$ cat config.mk
export PLATFORM = sky130hd
export DESIGN_NAME = eep_arbiter
export DESIGN_NICKNAME = d
export VERILOG_FILES = /design/src/rtl/eep_arbiter.sv
export SDC_FILE = /design/constraint.sdc
export NUM_CORES = 1
export LEC_CHECK = 0
export CELL_PAD_IN_SITES_DETAIL_PLACEMENT = 1
export CELL_PAD_IN_SITES_GLOBAL_PLACEMENT = 1
export CORE_ASPECT_RATIO = 1.75
export CORE_MARGIN = 2
export CORE_UTILIZATION = 35
export CTS_BUF_LIST = sky130_fd_sc_hd__clkbuf_2 sky130_fd_sc_hd__clkbuf_4 sky130_fd_sc_hd__clkbuf_8
export CTS_CLUSTER_DIAMETER = 60
export DETAILED_ROUTE_END_ITERATION = 7
export PLACE_DENSITY = 0.91
export SLEW_MARGIN = 20
export SYNTH_ARGS = -nofsm -noshare
export SYNTH_HDL_FRONTEND = slang
export SYNTH_SLANG_ARGS = --single-unit
$ cat constraint.sdc
create_clock -name i_clk -period 2.7 [get_ports i_clk]
set_clock_uncertainty 0.05 [all_clocks]
set_input_delay 0.54 -clock i_clk [delete_from_list [all_inputs] [get_ports i_clk]]
set_output_delay 0.54 -clock i_clk [all_outputs]
set_load 0.005 [all_outputs]
$ cat src/rtl/eep_arbiter.sv
// Arbiter for the shared EEPROM port: fair PID/CMD grant, timed write strobes,
// registered read data and one-cycle done pulses.
module eep_arbiter #(
  parameter int WR_CYCLES = 2400000,
  parameter int CNT_W     = 22
) (
  input  logic        i_clk,
  input  logic        i_rst,
  input  logic        i_pid_req,
  input  logic [1:0]  i_pid_addr,
  output logic        o_pid_done,
  input  logic        i_cmd_req,
  input  logic        i_cmd_wr,
  input  logic [1:0]  i_cmd_addr,
  input  logic [13:0] i_cmd_wdata,
  output logic        o_cmd_done,
  output logic [13:0] o_rd_data,
  output logic        o_busy,
  output logic [1:0]  o_eep_addr,
  output logic        o_eep_cs_n,
  output logic        o_eep_r_w_n,
  output logic [13:0] o_eep_wdata,
  output logic        o_chrg_pmp_en,
  input  logic [13:0] i_eep_rdata
);

  typedef enum logic [1:0] {
    S_IDLE = 2'd0,
    S_RD   = 2'd1,
    S_WR   = 2'd2,
    S_DONE = 2'd3
  } state_t;

  localparam logic OWN_PID = 1'b0;
  localparam logic OWN_CMD = 1'b1;
  localparam logic [CNT_W-1:0] CNT_LAST = CNT_W'(WR_CYCLES - 1);
  localparam logic [CNT_W-1:0] CNT_ONE  = CNT_W'(1);

  state_t            r_state;
  state_t            w_next;
  logic              r_owner;
  logic              r_last_owner;
  logic [1:0]        r_addr;
  logic [13:0]       r_wdata;
  logic [CNT_W-1:0]  r_cnt;
  logic [13:0]       r_rd_data;
  logic              r_cs_n;
  logic              r_r_w_n;
  logic              r_chrg;
  logic              r_busy;
  logic              r_pid_done;
  logic              r_cmd_done;

  logic              w_grant;
  logic              w_grant_owner;
  logic              w_cnt_last;

  assign w_cnt_last = (r_cnt == CNT_LAST);

  // Grant decision: only meaningful in IDLE; on contention the requester
  // that did not own the port last time wins.
  always_comb begin
    w_grant       = 1'b0;
    w_grant_owner = r_last_owner;
    if (r_state == S_IDLE) begin
      if (i_pid_req && i_cmd_req) begin
        w_grant       = 1'b1;
        w_grant_owner = ~r_last_owner;
      end else if (i_pid_req) begin
        w_grant       = 1'b1;
        w_grant_owner = OWN_PID;
      end else if (i_cmd_req) begin
        w_grant       = 1'b1;
        w_grant_owner = OWN_CMD;
      end else begin
        w_grant       = 1'b0;
        w_grant_owner = r_last_owner;
      end
    end else begin
      w_grant       = 1'b0;
      w_grant_owner = r_last_owner;
    end
  end

  // Next-state logic.
  always_comb begin
    w_next = r_state;
    case (r_state)
      S_IDLE: begin
        if (w_grant) begin
          if ((w_grant_owner == OWN_CMD) && i_cmd_wr) begin
            w_next = S_WR;
          end else begin
            w_next = S_RD;
          end
        end else begin
          w_next = S_IDLE;
        end
      end
      S_RD:   w_next = S_DONE;
      S_WR: begin
        if (w_cnt_last) begin
          w_next = S_DONE;
        end else begin
          w_next = S_WR;
        end
      end
      S_DONE: w_next = S_IDLE;
      default: w_next = S_IDLE;
    endcase
  end

  // State register.
  always_ff @(posedge i_clk) begin
    if (i_rst) begin
      r_state <= S_IDLE;
    end else begin
      r_state <= w_next;
    end
  end

  // Transaction context captured at grant; later input changes are ignored.
  always_ff @(posedge i_clk) begin
    if (i_rst) begin
      r_owner      <= OWN_CMD;
      r_last_owner <= OWN_CMD;
      r_addr       <= 2'd0;
      r_wdata      <= 14'd0;
    end else if (w_grant) begin
      r_owner      <= w_grant_owner;
      r_last_owner <= w_grant_owner;
      if (w_grant_owner == OWN_CMD) begin
        r_addr  <= i_cmd_addr;
        r_wdata <= i_cmd_wdata;
      end else begin
        r_addr  <= i_pid_addr;
      end
    end
  end

  // Programming-time counter, active only while writing.
  always_ff @(posedge i_clk) begin
    if (i_rst) begin
      r_cnt <= '0;
    end else if (r_state == S_WR) begin
      if (w_cnt_last) begin
        r_cnt <= '0;
      end else begin
        r_cnt <= r_cnt + CNT_ONE;
      end
    end
  end

  // Read data capture during the single RD cycle.
  always_ff @(posedge i_clk) begin
    if (i_rst) begin
      r_rd_data <= 14'd0;
    end else if (r_state == S_RD) begin
      r_rd_data <= i_eep_rdata;
    end
  end

  // Strobes, busy and done are registered from the next state, so they line
  // up with the state they describe and never follow a req input directly.
  always_ff @(posedge i_clk) begin
    if (i_rst) begin
      r_cs_n     <= 1'b1;
      r_r_w_n    <= 1'b1;
      r_chrg     <= 1'b0;
      r_busy     <= 1'b0;
      r_pid_done <= 1'b0;
      r_cmd_done <= 1'b0;
    end else begin
      r_cs_n     <= ~((w_next == S_RD) || (w_next == S_WR));
      r_r_w_n    <= ~(w_next == S_WR);
      r_chrg     <= (w_next == S_WR);
      r_busy     <= (w_next != S_IDLE);
      r_pid_done <= (w_next == S_DONE) && (r_owner == OWN_PID);
      r_cmd_done <= (w_next == S_DONE) && (r_owner == OWN_CMD);
    end
  end

  assign o_pid_done    = r_pid_done;
  assign o_cmd_done    = r_cmd_done;
  assign o_rd_data     = r_rd_data;
  assign o_busy        = r_busy;
  assign o_eep_addr    = r_addr;
  assign o_eep_cs_n    = r_cs_n;
  assign o_eep_r_w_n   = r_r_w_n;
  assign o_eep_wdata   = r_wdata;
  assign o_chrg_pmp_en = r_chrg;

endmodule

==> flow_summary.ini <==
[run]
max_cap_violations = 0

[global_route]
grtUsageTotal = 0.198
gr-total-overflow = 0
antenna_found_initial = 0
grt_pass1_vias = 2517
grt_max_degree = 40
grt_first_pass_wirelength_um = 11800

[detailed_routing]
ant_nets = 0
drt_first_pass_iters = 4
remaining_drc_errors = 0
drt_wl_total_um = 7140
wl_met2_um = 3830
met1_length_um = 2720
avgRoutedWirePerCell_um = 15.9
drt-initial-drc-count = 37
routed.top_layer = met4
wl_met3_um = 451
viasPerCell = 5.21
via_count = 2336

[power]
seqPwrFrac = 0.391
p_int_uw = 1950
ir_worst_vdd_mv = 0.460
leakage_uw = 0.00130
swShare = 0.314
clockPowerShare = 0.267
combPwrFrac = 0.343
p_per_area_mw_per_mm2 = 807
p_sw_uw = 895
power_uw = 2850

[timing]
tns_ns = 0
drv_slew = 0
period_minus_slack_ns = 2.40
finalCritPeriodShare = 0.888
whs_ns = 0.415
report.final.setup_viol = 0
hold_viol_final = 0
fmax_mhz = 417
worst_pin_slew_ns = 0.474
slew_headroom = 0.683
grt_setup_unrepaired = no

[die]
coreArea_mm2 = 0.00713
rows = 41
dieWidth_um = 68.4
ios = 73
start_util = 0.356
die_y_um = 117
dieArea_mm2 = 0.00797

[clock_tree]
clockBufferDepth = 2
postCtsHoldBufs = 0
clk_pin_slew_ns = 0.07
clock_latency_ns = 0.34
cts_tree = built
cts_made_buffers = 9
post-cts-setup-buffers = 0
clock-sinks = 61
htreeDepth = 3
ctsRootBufferMaster = clkbuf_8
cts_resized = 0

[placed_design]
dp_hpwl_um = 5130
gp_congestion = 0.783
portBuffers = 72

[cells_and_area]
final_common_cell = clkdlybuf4s50_1
nNetsFinal = 403
syn_to_final_growth_pct = 39.3
drive_gt1_frac = 0.0691
fillers = 814
seqCellArea_mm2 = 0.00122
multi_input_area_mm2 = 0.00124
final_cell_mix = clkdlybuf4s50_1 (72), dfxtp_1 (61), nor2_1 (32)
antennaDiodeCount = 0

[critical_path]
worstPathCellList = inv_1, ha_1, nand3_1, and3_1, o21ai_0, o31ai_1, ha_1, nand2_1
worst_ep_arrival_time_ns = 2.57
path_common_cell = ha_1
critPathMaxFanout = 12
cp_slowest_cell = ha_1
required_ns = 2.87
critPathLaunchType = flip-flop
cp_slowest_stage_delay_ns = 0.43
end_kind = flip-flop
crit_type = flip-flop to flip-flop

[run_status]
status = completed

[synth]
ys_seq_area_frac = 0.481
synthFlopType = dfxtp_1
ys_ff_latch = 61
syn_area_mm2 = 0.00254
synth_edf_count = 0
syn-num-nets = 329
synth_cells = 283
yosysWarnings = 0
synth_cell_types = 39
postSynth.asyncResetShare = 0
avgSynthCellArea_um2 = 8.97

[hold_path]
hold_path.class = flip-flop to flip-flop
## power groups by stage
| stage | clock, uW | sequential [uW] | combinational [uW] |
|---|---|---|---|
| 5_1_grt | 822 | 1130 | 1070 |
| 6_report | 760 | 1110 | 976 |
| 3_5_place_dp | 0 | 1130 | 973 |
| 3_3_place_gp | 0 | 1120 | 930 |
| 2_1_floorplan | 0 | 1130 | 529 |
| 4_1_cts | 783 | 1110 | 987 |
## cells by family after synthesis
| group | Yosys count | share of synthesized area |
|---|---|---|
| fa+ha+maj | 9 | 0.0444 |
| compound gates | 49 | 0.111 |
| buf+inv | 19 | 0.0296 |
| flops | 61 | 0.481 |
| xor+xnor | 11 | 0.0380 |
| mux | 14 | 0.0552 |
| simple gates | 120 | 0.240 |
## worst max-delay path: cells and delay by family, from the launching register on
family	cells	cell delay [ns]
AO/OA/AOI/OAI	2	0.53
AND/OR/NAND/NOR	3	0.49
adder cells (fa/ha/maj)	2	0.75
buffers and inverters	1	0.12
flip-flops	1	0.33
## per-layer routing
layer | track usage | up-vias
met5 | 0 | -
met4 | 0.0800 | 0
met3 | 0.0751 | 12
met2 | 0.345 | 64
met1 | 0.208 | 1117
li1 | - | 1143
## Yosys cell counts, types with 3 or more instances
cell / number / area [um2]
nor2_1: 32 / 120
ha_1: 9 / 113
or3_1: 9 / 56.3
clkbuf_1: 10 / 37.5
mux2i_1: 14 / 140
o21ai_0: 12 / 60.1
nand3_1: 19 / 95.1
nand2_1: 27 / 101
nand4_1: 11 / 68.8
xor2_1: 7 / 61.3
and4_1: 4 / 35.0
inv_1: 5 / 18.8
and3_1: 5 / 31.3
nor2b_1: 3 / 18.8
dfxtp_1: 61 / 1220
xnor2_1: 4 / 35.0
buf_2: 3 / 15.0
a21oi_1: 25 / 125
nand2b_1: 3 / 18.8
## worst paths after layout
path | start | end | slack, ns | cells after the start
worst max-delay path | r_state[1] | o_eep_cs_n | 0.30 | 8
worst min-delay path | o_eep_wdata[2] | o_eep_wdata[2] | 0.41 | 2
worst max register to register | r_state[1] | o_eep_cs_n | 0.30 | 8
worst min register to register | o_eep_wdata[2] | o_eep_wdata[2] | 0.41 | 2
## metrics by stage
stage	area (um2)	instances	utilization	setup slack, ns
global route	3530	448	0.496	0.178
CTS	3530	448	0.496	0.320
floorplan	2540	283	-	0.669
global placement	3350	432	0.469	0.299
detailed placement	3350	432	0.469	0.171
finish	3530	448	0.496	0.302
## flip-flops by register name, indices dropped and copies added, names as in the netlist
register	count
r_cnt	22
o_eep_wdata	14
o_rd_data	14
o_eep_addr	2
r_state	2
o_busy	1
o_chrg_pmp_en	1
o_cmd_done	1
o_eep_cs_n	1
o_eep_r_w_n	1
o_pid_done	1
r_last_owner	1
## final cells by class
type,count,area share
multi-input combinational,203,0.351
sequential,61,0.346
timing repair buffer,77,0.215
clock buffer,15,0.0513
tap,86,0.0305
inverter,5,0.00531
clock inverter,1,0.00142
Power figures use the tool's default switching activity.
